<file path="src/rtl/sad_accum_if.sv">
// sad_accum_if: sample-in and frame-result handshake bundle for sad_accum
interface sad_accum_if #(
  parameter int SIZE = 4,
  parameter int COUNT = 16
);
  localparam int CW = $clog2(COUNT);
  localparam int SW = SIZE + CW;
  logic            in_valid;
  logic            br;
  logic [SIZE-1:0] d;
  logic            in_ready;
  logic            out_valid;
  logic            out_ready;
  logic [SW-1:0]   out_sum;
  logic [SIZE-1:0] out_max;
  logic [CW:0]     out_brw;
  modport master (
    output in_valid, br, d, out_ready,
    input  in_ready, out_valid, out_sum, out_max, out_brw
  );
  modport slave (
    input  in_valid, br, d, out_ready,
    output in_ready, out_valid, out_sum, out_max, out_brw
  );
endinterface

</file>
<file path="src/rtl/sad_accum.sv">
// sad_accum: converts subtractor borrow/difference to magnitude and accumulates per-frame SAD, max and borrow count
module sad_accum #(
  parameter int SIZE = 4,
  parameter int COUNT = 16
) (
  input logic       clk,
  input logic       rst,
  sad_accum_if.slave bus
);
  localparam int CW = $clog2(COUNT);
  localparam int SW = SIZE + CW;
  localparam int NW = CW + 1;
  typedef enum logic {ACC, HOLD} state_t;
  state_t          state, state_nxt;
  logic [SW-1:0]   sum;
  logic [SIZE-1:0] max;
  logic [CW:0]     brw;
  logic [NW-1:0]   cnt;
  logic [SIZE-1:0] mag;
  logic            accept, done, last;
  // two's-complement negation recovers |a-b| when the subtractor borrowed
  assign mag    = bus.br ? (~bus.d + 1'b1) : bus.d;
  assign accept = bus.in_valid && state == ACC;
  assign done   = bus.out_ready && state == HOLD;
  assign last   = cnt == NW'(COUNT - 1);
  always_comb begin
    state_nxt     = state == ACC ? ((accept && last) ? HOLD : ACC) : (done ? ACC : HOLD);
    bus.in_ready  = state == ACC;
    bus.out_valid = state == HOLD;
  end
  always_ff @(posedge clk) begin
    if (rst || done) begin
      state <= ACC;
      sum   <= '0;
      max   <= '0;
      brw   <= '0;
      cnt   <= '0;
    end else begin
      state <= state_nxt;
      if (accept) begin
        sum <= sum + SW'(mag);
        max <= mag > max ? mag : max;
        brw <= brw + NW'(bus.br);
        cnt <= cnt + 1'b1;
      end
    end
  end
  assign bus.out_sum = sum;
  assign bus.out_max = max;
  assign bus.out_brw = brw;
endmodule

</file>
<file path="src/flat_wrapper.sv">
// flat-port wrapper written by rule: the top's interface ports become plain ports
module sad_accum_flat 
#(
  parameter int SIZE = 4,
  parameter int COUNT = 16
)
  (clk, rst, bus_in_valid, bus_br, bus_d, bus_out_ready, bus_in_ready, bus_out_valid, bus_out_sum, bus_out_max, bus_out_brw);
  sad_accum_if #(.SIZE(SIZE), .COUNT(COUNT)) bus_i ();
  input logic clk;
  input logic rst;
  input wire logic [$bits(bus_i.in_valid)-1:0] bus_in_valid;
  input wire logic [$bits(bus_i.br)-1:0] bus_br;
  input wire logic [$bits(bus_i.d)-1:0] bus_d;
  input wire logic [$bits(bus_i.out_ready)-1:0] bus_out_ready;
  output wire logic [$bits(bus_i.in_ready)-1:0] bus_in_ready;
  output wire logic [$bits(bus_i.out_valid)-1:0] bus_out_valid;
  output wire logic [$bits(bus_i.out_sum)-1:0] bus_out_sum;
  output wire logic [$bits(bus_i.out_max)-1:0] bus_out_max;
  output wire logic [$bits(bus_i.out_brw)-1:0] bus_out_brw;
  assign bus_i.in_valid = bus_in_valid;
  assign bus_i.br = bus_br;
  assign bus_i.d = bus_d;
  assign bus_i.out_ready = bus_out_ready;
  assign bus_in_ready = bus_i.in_ready;
  assign bus_out_valid = bus_i.out_valid;
  assign bus_out_sum = bus_i.out_sum;
  assign bus_out_max = bus_i.out_max;
  assign bus_out_brw = bus_i.out_brw;
  sad_accum #(.SIZE(SIZE), .COUNT(COUNT)) u_core (.clk(clk), .rst(rst), .bus(bus_i));
endmodule
</file>
<file path="config.mk">
export PLATFORM = sky130hd
export DESIGN_NAME = sad_accum_flat
export DESIGN_NICKNAME = d
export VERILOG_FILES = /design/src/rtl/sad_accum_if.sv /design/src/rtl/sad_accum.sv /design/src/flat_wrapper.sv
export SDC_FILE = /design/constraint.sdc
export NUM_CORES = 1
export LEC_CHECK = 0
export ABC_AREA = 1
export BUFFER_PORTS_ARGS = -buffer_cell sky130_fd_sc_hd__clkbuf_2
export CAP_MARGIN = 0
export CORE_MARGIN = 1.5
export CORE_UTILIZATION = 53
export CTS_CLUSTER_DIAMETER = 80
export CTS_CLUSTER_SIZE = 20
export DETAILED_ROUTE_END_ITERATION = 10
export GPL_TIMING_DRIVEN = 1
export HOLD_SLACK_MARGIN = 0.03
export PLACE_DENSITY_LB_ADDON = 0.08
export REMOVE_ABC_BUFFERS = 1
export SYNTH_ARGS = -nofsm -noshare
export SYNTH_HDL_FRONTEND = slang
export SYNTH_SLANG_ARGS = --single-unit
</file>
<file path="constraint.sdc">
create_clock -name clk -period 2.4 [get_ports clk]
set_clock_uncertainty 0.15 [all_clocks]
set_input_delay 0.12 -clock clk [delete_from_list [all_inputs] [get_ports clk]]
set_output_delay 0.12 -clock clk [all_outputs]
set_load 0.05 [all_outputs]
</file>
Yosys cells after proc, flatten, opt, wreduce, memory -nomap -nowiden
Cells that the tools add are included.

word-level totals
  memories = 0
  bits in latches = 0
  flip-flop bits (word level) = 23
  input port bits = 9
  output and inout port bits = 19
  bits in read-only memories = 0
  word-level logic and storage cells = 22
  bits in writable memories = 0

cells by class
  multiply operators = 0
  equality and inequality tests = 1
  order comparisons = 1
  muxes and demuxes = 4
  bitwise operators = 2
  add/sub/neg operators = 4
  shifts and indexed selects = 0
  divide/modulo/power cells = 0
  reduce and logical (&&, ||, !) cells = 5

operators by type and width
  operator                                                                count
  8-bit by 4-bit adder with 8-bit output                                  1
  5-bit by 1-bit adder with 5-bit output                                  1
  5-bit by 1-bit adder with 5-bit output (second input constant)          1
  5-bit by 4-bit equality test with 1-bit output (second input constant)  1
  4-bit by 1-bit adder with 4-bit output (second input constant)          1
  4-bit > comparator                                                      1
  4-bit two-way mux                                                       1
  4-bit inverter                                                          1
  1-bit logical AND                                                       3
  1-bit two-way mux                                                       3
  2-bit AND reduction                                                     1
  1-bit logical OR                                                        1
  1-bit inverter                                                          1

Logic depth before layout (Yosys ltp)
Gate-level depths: netlist of run 1.

  depth in word-level cells = 5
  gate-level depth with buffers = 14
  gate-level depth less buffers = 14

Worst setup path after synthesis of run 1
Ideal clock, no wire load.

  path kind = register -> register
  start = register u_core.sum[0], in the netlist u_core.bus.out_sum[0]
  end = register u_core.sum[6], in the netlist u_core.bus.out_sum[6]
  path slack = 398 ps
  required time = 2140 ps
  buffers on the path = 0
  library setup time = 110 ps
  stages on the path, launching flop included = 8
  arrival time = 1742 ps
  clock period less this slack = 2002 ps
  path through = dfxtp_1 > ha_1 > inv_1 > fa_1 > o21ai_1 > nand4_1 > nand2_1 > nor2_1

between the ends
  longest elaborated chain between the ends = 1

RTL lines
  what                                    RTL line         source
  from (decl)                             sad_accum.sv:15  logic [SW-1:0] sum;
  from (signal assigned)                  sad_accum.sv:41  sum <= sum + SW'(mag);
  8-bit by 4-bit adder with 8-bit output  sad_accum.sv:41

No other way between the ends.
A chain may end at the register's enable or synchronous reset.

Final worst setup path of run 1
  start = input bus_d[0]
  end = register u_core.sum[6], in the netlist u_core.bus.out_sum[6]

between the ends
  longest elaborated chain between the ends = 4

RTL lines
  what                                    RTL line            source
  from (decl)                             flat_wrapper.sv:13  input wire logic [$bits(bus_i.d)-1:0] bus_d;
  4-bit inverter                          sad_accum.sv:22     assign mag = bus.br ? (~bus.d + 1'b1) : bus.d;
  4-bit by 1-bit adder with 4-bit output  sad_accum.sv:22
  4-bit two-way mux                       sad_accum.sv:22
  net u_core.mag[1]                       sad_accum.sv:19     logic [SIZE-1:0] mag;
  8-bit by 4-bit adder with 8-bit output  sad_accum.sv:41

The timed path passes the listed nets, and every way through them passes these cells.

==> flow_summary.ini, run 1 <==
[sta]
finalHoldViolCount = 0
final.period_utilization = 0.933
max_clock_freq_ghz = 0.447
post-route-min-period_ns = 2.24
final-max-slew-violation-count = 0
sum_of_negative_setup_slack_ns = 0
relSlewSlack = 0.809
timing_worst_slew_pin_value_ns = 0.287
rsz0062_at_grt = false
setup_violations = 0
finalWorstSetupSlack_ns = 0.161

[power]
peakVddDrop_uv = 482
power.leakage_nw = 0.793
power_mw = 0.925
pwr_density_cell_nw_per_um2 = 586

[synth]
synth_top_cell_by_area = sky130_fd_sc_hd__dfxtp_1
yosys_warnings = 0
synth.lib_cells_used.distinct = 21
synth.ff_latch_count = 23
post-synth-top-area-fraction = 0.345
ys_top_cells_by_area = sky130_fd_sc_hd__dfxtp_1, sky130_fd_sc_hd__ha_1, sky130_fd_sc_hd__nand2_1, sky130_fd_sc_hd__inv_1, sky130_fd_sc_hd__nor2_1
netlist_instances = 191
synth.avg_cell_area_um2 = 6.98
synth_area_um2 = 1330
sequential_cell_area_fraction_in_the_yosys_report = 0.345

[route]
finalWirelength_um = 2720
remaining_drc_errors = 0
dr.first_iter.drc_count = 16
detailroute.via_count = 1250
drt_pass1_iterations = 4
routed_wire_length_per_instance_um = 10.8
postRouteAntennaNets = 0
via_count_normalized_by_instance_count = 4.94

[setup_path]
cp-startpoint = bus_d[0]
startpoint_of_the_most_critical_register_to_register_path = u_core.bus.out_valid$_SDFF_PP0_
critPathKind = in2reg
r2r_end = u_core.bus.out_sum[1]$_SDFFE_PP0P_
ff2ff_setup_slack_ns = 0.48
timing.reg2reg.worst_path_depth = 4
crit_fanout = 4
arrival_ns = 2.36
cp-end-kind = flop
startpoint_type = input port
timing.critical_path.required_ns = 2.52

[global_route]
globalRouteOverflowTotal = 0
grt_max_degree = 23
antenna_found_initial = 0
grt_use_total = 0.225
grt_pass1_vias = 1175
grt_pass1_wl_um = 4700

[final_layout]
final_core_utilization = 0.687
fill_cells = 218
stdcell_count = 253
antennaDiodeCount = 0
post_route_cells_drive_above_1_share = 0.182
synthToLayoutAreaGrowth_pct = 18.3
total_nets_final = 249

[clock_tree]
clock_path_buffers = 2
htreeDepth = 1
clk_tree_root_cell = sky130_fd_sc_hd__clkbuf_4
clkSinkCount = 23
cts_tree = done
path_clk_slew_ns = 0.14
post-cts-setup-buffer-count = 0
clock_insertion_delay_worst_skew_ns = 0.32
clock_buffer_count_from_cts = 3

[status]
status = finished clean

[worst_hold_path]
worst_hold_path.endpoint = u_core.bus.out_max[3]$_SDFFE_PP0P_
worstHoldPathCells = 5
worstHoldPathType = in2reg
hp-start = bus_d[3]

[die]
floorplan.die.width_um = 53.2
die_area_um2 = 2830
boundary_pin_count = 28
die_h_um = 53.2
core_area_um2 = 2300
effective_utilization_at_floorplan = 0.581
number_of_rows_created_at_floorplan = 17

[place]
place_hpwl_um = 1970
post-place-cells = 244
pre_cts_ws_ns = 0.220
buffer_ports.inserted = 27
finalWeightedCongestion = 0.876

[flow_run]
maxCapViolCount = 0
report_power, final:
part / leakage, nW / internal, mW / total [mW] / switching [mW]
sequential: 0.188 / 0.409 / 0.430 / 0.0206
combinational: 0.587 / 0.0967 / 0.306 / 0.210
clock: 0.0177 / 0.0624 / 0.189 / 0.126
total: 0.793 / 0.568 / 0.925 / 0.357
repair_timing:
action / 4_1_cts / 5_1_grt
setup endpoints to repair: 0 / 6
hold endpoints to repair: 9 / 0
gates resized for setup: 0 / 3
hold buffers: 5 / 0
critical path, stage by stage:
cell	delay, ns
sky130_fd_sc_hd__dlygate4sd3_1	0.54
sky130_fd_sc_hd__clkbuf_2	0.14
sky130_fd_sc_hd__inv_1	0.07
sky130_fd_sc_hd__ha_1	0.28
sky130_fd_sc_hd__nand2_1	0.06
sky130_fd_sc_hd__o21ai_2	0.10
sky130_fd_sc_hd__inv_1	0.10
sky130_fd_sc_hd__fa_1	0.45
sky130_fd_sc_hd__o21ai_2	0.22
sky130_fd_sc_hd__nand3_1	0.10
sky130_fd_sc_hd__nand2_1	0.07
sky130_fd_sc_hd__inv_1	0.03
sky130_fd_sc_hd__nor2_1	0.09
Yosys cell counts:
master / instances
sky130_fd_sc_hd__nand2_1: 38
sky130_fd_sc_hd__inv_1: 30
sky130_fd_sc_hd__nor2_1: 29
sky130_fd_sc_hd__dfxtp_1: 23
sky130_fd_sc_hd__a21oi_1: 13
sky130_fd_sc_hd__ha_1: 13
sky130_fd_sc_hd__nand3_1: 12
sky130_fd_sc_hd__o21ai_0: 8
sky130_fd_sc_hd__nor3_1: 7
sky130_fd_sc_hd__buf_2: 3
sky130_fd_sc_hd__xor2_1: 3
sky130_fd_sc_hd__nand3b_1: 2
sky130_fd_sc_hd__nor2_4: 2
sky130_fd_sc_hd__a21oi_2: 1
sky130_fd_sc_hd__buf_6: 1
sky130_fd_sc_hd__fa_1: 1
sky130_fd_sc_hd__inv_2: 1
sky130_fd_sc_hd__nand2_2: 1
sky130_fd_sc_hd__nand4_1: 1
sky130_fd_sc_hd__nor2_2: 1
sky130_fd_sc_hd__o21ai_1: 1
cell usage in the layout (no fill, tap or decap), types with 3 or more instances in the layout:
cell type	n
sky130_fd_sc_hd__nand3_1	12
sky130_fd_sc_hd__clkbuf_4	3
sky130_fd_sc_hd__ha_1	13
sky130_fd_sc_hd__nor2_1	29
sky130_fd_sc_hd__a21oi_1	13
sky130_fd_sc_hd__o21ai_0	7
sky130_fd_sc_hd__nand2_1	38
sky130_fd_sc_hd__dlygate4sd3_1	5
sky130_fd_sc_hd__dfxtp_1	23
sky130_fd_sc_hd__clkbuf_2	27
sky130_fd_sc_hd__xor2_1	3
sky130_fd_sc_hd__nor3_1	7
sky130_fd_sc_hd__inv_1	30
per-layer routing:
layer / vias to the layer above / share of wire / GRT usage
met2: 17 / 0.51 / 0.421
met5: - / 0 / 0
met4: 0 / 0.0077 / 0.0812
met3: 4 / 0.025 / 0.0395
met1: 558 / 0.46 / 0.250
li1: 671 / - / -
per-stage QoR:
| step | area (um2) | hold WS, ns |
|---|---|---|
| after CTS | 1570 | 0.0493 |
| after global placement | 1490 | 0.235 |
| after global routing | 1580 | 0.119 |
| after floorplan | 1310 | 0.126 |
| final | 1580 | 0.0487 |
| after detailed placement | 1490 | 0.251 |
worst max-delay path by stage:
stage	end	cells past startpoint
2_1_floorplan	u_core.bus.out_sum[6]$_SDFFE_PP0P_	7
3_3_place_gp	u_core.bus.out_sum[6]$_SDFFE_PP0P_	12
3_5_place_dp	u_core.bus.out_sum[6]$_SDFFE_PP0P_	12
4_1_cts	u_core.bus.out_sum[6]$_SDFFE_PP0P_	13
5_1_grt	u_core.bus.out_max[3]$_SDFFE_PP0P_	16
6_report	u_core.bus.out_sum[6]$_SDFFE_PP0P_	13
cell families (layout without fill, tap and decap cells):
| kind of cell | count (synthesis) | after routing | synth area share |
|---|---|---|---|
| simple gates | 93 | 93 | 0.302 |
| buf+inv | 35 | 69 | 0.107 |
| compound gates | 23 | 23 | 0.0891 |
| flops | 23 | 23 | 0.345 |
| fa+ha+maj | 14 | 14 | 0.137 |
| xor+xnor | 3 | 3 | 0.0197 |
area by class of cell:
cell class | count | area (um2) | area share
sequential | 23 | 460 | 0.292
clock buffer | 3 | 22.5 | 0.0143
tap | 28 | 35.0 | 0.0222
timing repair buffer | 34 | 200 | 0.127
multi-input combinational | 133 | 738 | 0.468
clock inverter | 1 | 5.00 | 0.00317
inverter | 31 | 116 | 0.0738
flip-flops by register name (all words and copies together) (netlist names):
signal / count
u_core.bus.out_valid: 1
u_core.bus.out_max: 4
u_core.bus.out_sum: 8
u_core.bus.out_brw: 5
u_core.cnt: 5
No activity file was read; power rests on OpenSTA's default activity.
==> run 2, diff against run 1 <==
CAP_MARGIN = unset   (was 0)
PLACE_DENSITY = 0.78   (was unset)
PLACE_DENSITY_LB_ADDON = unset   (was 0.08)
SKIP_LAST_GASP = 1   (was unset)
==> run 2 against run 1 <==
Sequential share of layout area rose by 0.35 points. Combinational power fell by 3%. Register-to-register slack improved by 0.02 ns. Worst hold slack improved by 0.031 ns. Cell count fell by 0.40%. Largest power group unchanged.
==> flow_summary.ini, run 2 (synthesized netlist as in run 1, its figures left out) <==
[setup_path]
cell_type_of_the_slowest_stage_on_the_worst_timing_path = sky130_fd_sc_hd__dlygate4sd3_1
crit_path_buf_inv_count = 4
worst_setup_path_endpoint = u_core.bus.out_sum[6]$_SDFFE_PP0P_
startpoint_of_the_most_critical_register_to_register_path = u_core.bus.out_sum[0]$_SDFFE_PP0P_
cp.depth = 10
critPathKind = in2reg
cp-startpoint = bus_d[0]
cpMostUsedCell = sky130_fd_sc_hd__inv_1
r2r_end = u_core.bus.out_sum[6]$_SDFFE_PP0P_
arrival_ns = 2.08
ff2ff_setup_slack_ns = 0.50
cpPeakStageDelay_ns = 0.58
startpoint_type = input port
timing.reg2reg.worst_path_depth = 8
crit_fanout = 4
cp-end-kind = flop
crit_chain = clkbuf_2 -> dlygate4sd3_1 -> ha_1 -> inv_1 -> fa_1 -> o21ai_1 -> nand3_1 -> nand2_1 -> inv_1 -> nor2_1
cpLargestDelayFamily = buffers and inverters
timing.critical_path.required_ns = 2.51

[worst_hold_path]
worstHoldPathType = in2reg
worstHoldPathCells = 5

[global_route]
globalRouteOverflowTotal = 0
grt_max_degree = 16
grt_pass1_vias = 1138
antenna_found_initial = 0
grt_use_total = 0.221
grt_pass1_wl_um = 4510

[sta]
max_clock_freq_ghz = 0.506
setup_violations = 0
final.period_utilization = 0.823
rsz0062_at_grt = false
sum_of_negative_setup_slack_ns = 0
timing_worst_slew_pin_value_ns = 0.440
relSlewSlack = 0.704
fin_worst_hold_slack_ns = 0.0795
post-route-min-period_ns = 1.97
finalHoldViolCount = 0
final-max-slew-violation-count = 0
finalWorstSetupSlack_ns = 0.425

[route]
highest_layer = met4
postRouteAntennaNets = 0
finalWirelength_um = 2680
remaining_drc_errors = 0
routed-wl-met2_um = 1270
detailroute.via_count = 1252
dr.first_iter.drc_count = 13
met1Wirelength_um = 1260
via_count_normalized_by_instance_count = 4.97
routed_wire_length_per_instance_um = 10.6
wl_met3_um = 112
drt_pass1_iterations = 4

[final_layout]
most-common-layout-cells = sky130_fd_sc_hd__nand2_1, sky130_fd_sc_hd__inv_1, sky130_fd_sc_hd__nor2_1, sky130_fd_sc_hd__clkbuf_2, sky130_fd_sc_hd__dfxtp_1
fill_cells = 222
post_route_cells_drive_above_1_share = 0.170
total_nets_final = 248
final_core_utilization = 0.679
multiInputGateArea_um2 = 731
layout_commonest_cell = sky130_fd_sc_hd__nand2_1
synthToLayoutAreaGrowth_pct = 16.9
antennaDiodeCount = 0
final-seq-area_um2 = 460
largest_register_ffs = 8
stdcell_count = 252
postLayoutCellArea_um2 = 1560

[clock_tree]
post-cts-setup-buffer-count = 0
clock_buffer_count_from_cts = 3
clock_path_buffers = 2
clkSinkCount = 23
path_clk_slew_ns = 0.12
clock_insertion_delay_worst_skew_ns = 0.31
htreeDepth = 1
clk_tree_root_cell = sky130_fd_sc_hd__clkbuf_4
cts_tree = done

[place]
pre_cts_ws_ns = 0.217
post-place-cells = 244
place_hpwl_um = 2110
buffer_ports.inserted = 27
post_dp_cell_area_um2 = 1490
finalWeightedCongestion = 0.795

[power]
peakVddDrop_uv = 415
power.leakage_nw = 0.783
power_mw = 0.911
pwr_density_cell_nw_per_um2 = 584

[die]
effective_utilization_at_floorplan = 0.581
die_h_um = 53.2
boundary_pin_count = 28
die_area_um2 = 2830
floorplan.die.width_um = 53.2
number_of_rows_created_at_floorplan = 17
core_area_um2 = 2300

[status]
status = finished clean

[flow_run]
maxCapViolCount = 0
-- run 2: repair_timing --
action	CTS	global route
endpoints found under the hold margin	7	0
hold buffers	4	0
resized for setup	0	0
-- run 2: report_power, final --
part / total (mW) / switching (mW) / internal (mW)
clock network: 0.183 / 0.118 / 0.0650
registers: 0.430 / 0.0211 / 0.409
logic: 0.298 / 0.204 / 0.0938
-- run 2: worst min-delay path, stage by stage --
cell	delay, ns
sky130_fd_sc_hd__clkbuf_2	0.09
sky130_fd_sc_hd__nand2_1	0.05
sky130_fd_sc_hd__nand2_1	0.12
sky130_fd_sc_hd__nor2_1	0.05
sky130_fd_sc_hd__nor2_1	0.09
-- run 2: area by class of cell --
cell class,count,area share
Timing Repair Buffer,33,0.122
Tap cell,28,0.0225
Sequential cell,23,0.295
Clock buffer,4,0.0169
Inverter,31,0.0746
Multi-Input combinational cell,133,0.469
-- run 2: worst min-delay path by stage --
| stage | startpoint | endpoint | slack [ns] |
|---|---|---|---|
| after detailed placement | bus_in_valid | u_core.bus.out_valid$_SDFF_PP0_ | 0.24 |
| after floorplan | bus_in_valid | u_core.bus.out_valid$_SDFF_PP0_ | 0.13 |
| final | bus_d[3] | u_core.bus.out_max[3]$_SDFFE_PP0P_ | 0.08 |
| after CTS | bus_d[3] | u_core.bus.out_max[3]$_SDFFE_PP0P_ | 0.08 |
| after global placement | bus_in_valid | u_core.bus.out_valid$_SDFF_PP0_ | 0.23 |
| after global routing | bus_out_ready | u_core.bus.out_sum[4]$_SDFFE_PP0P_ | 0.12 |
-- run 2: metal layers --
metal	vias up	track usage
met5	-	0
met3	4	0.0282
met4	0	0.124
li1	667	-
met2	27	0.406
met1	554	0.242
==> run 3, diff against run 2 <==
ABC_AREA = 0   (was 1)
clock period = 1.9 ns   (was 2.4 ns; I/O delays follow)
==> run 3 against run 2 <==
Setup slack got worse by 0.33 ns. Critical path depth decreased by 3. Non-clock buffer count increased by 11. Register-to-register slack got worse by 0.40 ns. Critical path type is now reg2reg.
==> flow_summary.ini, run 3 <==
[power]
power.switching_mw = 0.428
switching_share = 0.361
cell_internal_pwr_mw = 0.757
seqPwrFrac = 0.458
pwr_density_cell_nw_per_um2 = 739
peakVddDrop_uv = 555
power.leakage_nw = 0.753
clock_power_share = 0.199
power_mw = 1.18
comb_power_share = 0.343

[global_route]
globalRouteOverflowTotal = 0
grt_max_degree = 17
antenna_found_initial = 0
grt_pass1_wl_um = 4490
grt_use_total = 0.226
grt_pass1_vias = 1106

[clock_tree]
clock_insertion_delay_worst_skew_ns = 0.32
clock_buffer_count_from_cts = 3
clock_path_buffers = 2
htreeDepth = 1
clkSinkCount = 23
clk_tree_root_cell = sky130_fd_sc_hd__clkbuf_4
path_clk_slew_ns = 0.13
cts_tree = done

[setup_path]
timing.critical_path.required_ns = 2.01
critPathKind = reg2reg
crit_fanout = 3
cpPeakStageDelay_ns = 0.36
arrival_ns = 1.91
startpoint_type = flop
cpLargestDelayFamily = adder cells
cell_type_of_the_slowest_stage_on_the_worst_timing_path = sky130_fd_sc_hd__dfxtp_2
crit_chain = ha_2 -> inv_1 -> fa_2 -> nor2b_2 -> o21ai_0 -> a21oi_1 -> mux2i_1
crit_path_buf_inv_count = 1
cp-end-kind = flop

[place]
finalWeightedCongestion = 0.789
pre_cts_ws_ns = -0.289
post_dp_cell_area_um2 = 1510
place_hpwl_um = 2070
post-place-cells = 213
buffer_ports.inserted = 27

[sta]
setup_violations = 0
final.period_utilization = 0.948
relSlewSlack = 0.658
max_clock_freq_ghz = 0.555
fin_worst_hold_slack_ns = 0.0332
post-route-min-period_ns = 1.80
finalWorstSetupSlack_ns = 0.0989
finalHoldViolCount = 0
rsz0062_at_grt = false
sum_of_negative_setup_slack_ns = 0
timing_worst_slew_pin_value_ns = 0.513
final-max-slew-violation-count = 0

[synth]
synth_edf_count = 0
dominantRegCellSynth = sky130_fd_sc_hd__dfxtp_1
sequential_cell_area_fraction_in_the_yosys_report = 0.365
synth.lib_cells_used.distinct = 31
synth.avg_cell_area_um2 = 8.47
synthMostInstantiatedCell = sky130_fd_sc_hd__nand2_1
synth_area_um2 = 1260
netlist_instances = 149
most_frequent_cells_after_synthesis = sky130_fd_sc_hd__nand2_1, sky130_fd_sc_hd__dfxtp_1, sky130_fd_sc_hd__ha_1, sky130_fd_sc_hd__a21oi_1, sky130_fd_sc_hd__inv_1
post-synth-top-area-fraction = 0.365
ys_top_cells_by_area = sky130_fd_sc_hd__dfxtp_1, sky130_fd_sc_hd__ha_1, sky130_fd_sc_hd__nand2_1, sky130_fd_sc_hd__a21oi_1, sky130_fd_sc_hd__mux2i_1
synth_async_sr_flop_share = 0
synth_top_cell_by_area = sky130_fd_sc_hd__dfxtp_1
yosys_warnings = 0
synth.ff_latch_count = 23

[final_layout]
largest_register_ffs = 8
post_route_cells_drive_above_1_share = 0.292
antennaDiodeCount = 0
layout_commonest_cell = sky130_fd_sc_hd__clkbuf_2
postLayoutCellArea_um2 = 1600
stdcell_count = 220
total_nets_final = 216
final_core_utilization = 0.718
synthToLayoutAreaGrowth_pct = 27.1
most-common-layout-cells = sky130_fd_sc_hd__clkbuf_2, sky130_fd_sc_hd__nand2_1, sky130_fd_sc_hd__dfxtp_1, sky130_fd_sc_hd__buf_4

[route]
drt_pass1_iterations = 4
routed_wire_length_per_instance_um = 12.6
postRouteAntennaNets = 0
detailroute.via_count = 1167
remaining_drc_errors = 0
via_count_normalized_by_instance_count = 5.30
finalWirelength_um = 2770
dr.first_iter.drc_count = 9

[die]
boundary_pin_count = 28
die_h_um = 51.8
number_of_rows_created_at_floorplan = 17
effective_utilization_at_floorplan = 0.565
core_area_um2 = 2230
floorplan.die.width_um = 51.8
die_area_um2 = 2680

[flow_run]
maxCapViolCount = 0

[status]
status = finished clean

[worst_hold_path]
worstHoldPathType = in2reg
run 3: cell count changes after synthesis, sizes merged, moves of 4 or more:
cell and change:
nand3 -10, nand4 +4, nor3 -7, mux2i +6, inv -19, nor2 -22
nand2 -14
run 3: kinds of logic (layout without fill, tap and decap cells):
logic type | after synthesis | after routing | synth area share
mux | 6 | 6 | 0.0476
flops | 23 | 23 | 0.365
xor+xnor | 8 | 8 | 0.0555
compound gates | 29 | 29 | 0.140
simple gates | 52 | 52 | 0.189
fa+ha+maj | 14 | 14 | 0.145
buf+inv | 17 | 60 | 0.0585
run 3: tightest hold or removal path: stages:
cell	delay [ns]
sky130_fd_sc_hd__clkbuf_2	0.09
sky130_fd_sc_hd__inv_1	0.08
sky130_fd_sc_hd__o21ai_2	0.09
sky130_fd_sc_hd__nand2_1	0.06
sky130_fd_sc_hd__mux2i_1	0.05
run 3: power groups by stage:
stage / Combinational, mW / Sequential (mW) / Clock (mW)
3_3_place_gp: 0.366 / 0.549 / 0
4_1_cts: 0.386 / 0.542 / 0.243
3_5_place_dp: 0.380 / 0.553 / 0
6_report: 0.406 / 0.543 / 0.236
5_1_grt: 0.444 / 0.546 / 0.261
2_1_floorplan: 0.168 / 0.635 / 0
run 3: layer usage:
metal	up-vias	track usage	part of all wire
li1	591	-	-
met1	537	0.268	0.43
met2	31	0.397	0.51
met3	8	0.0374	0.042
met4	0	0.101	0.016
met5	-	0	0
run 3: worst paths after layout:
check	from	to	slack (ns)	cells past startpoint
min	bus_d[1]	u_core.bus.out_max[1]$_SDFFE_PP0P_	0.03	5
max	u_core.bus.out_sum[0]$_SDFFE_PP0P_	u_core.bus.out_sum[6]$_SDFFE_PP0P_	0.1	7
min reg2reg	u_core.bus.out_sum[3]$_SDFFE_PP0P_	u_core.bus.out_sum[3]$_SDFFE_PP0P_	0.34	2
max reg2reg	u_core.bus.out_sum[0]$_SDFFE_PP0P_	u_core.bus.out_sum[6]$_SDFFE_PP0P_	0.1	7
run 3: what timing repair did:
action,4_1_cts,5_1_grt
setup buffers,0,1
setup endpoints to repair,0,9
hold buffers,3,0
resized for setup,0,10
endpoints found under the hold margin,3,0
run 3: area by class of cell:
class | count | area [um2]
clock buffers | 3 | 22.5
clock inverters | 1 | 7.51
fillers | 193 | 629
inverters | 12 | 45.0
multi-input cells | 109 | 758
flip-flops and latches | 23 | 463
well taps | 28 | 35.0
repair buffers | 44 | 273
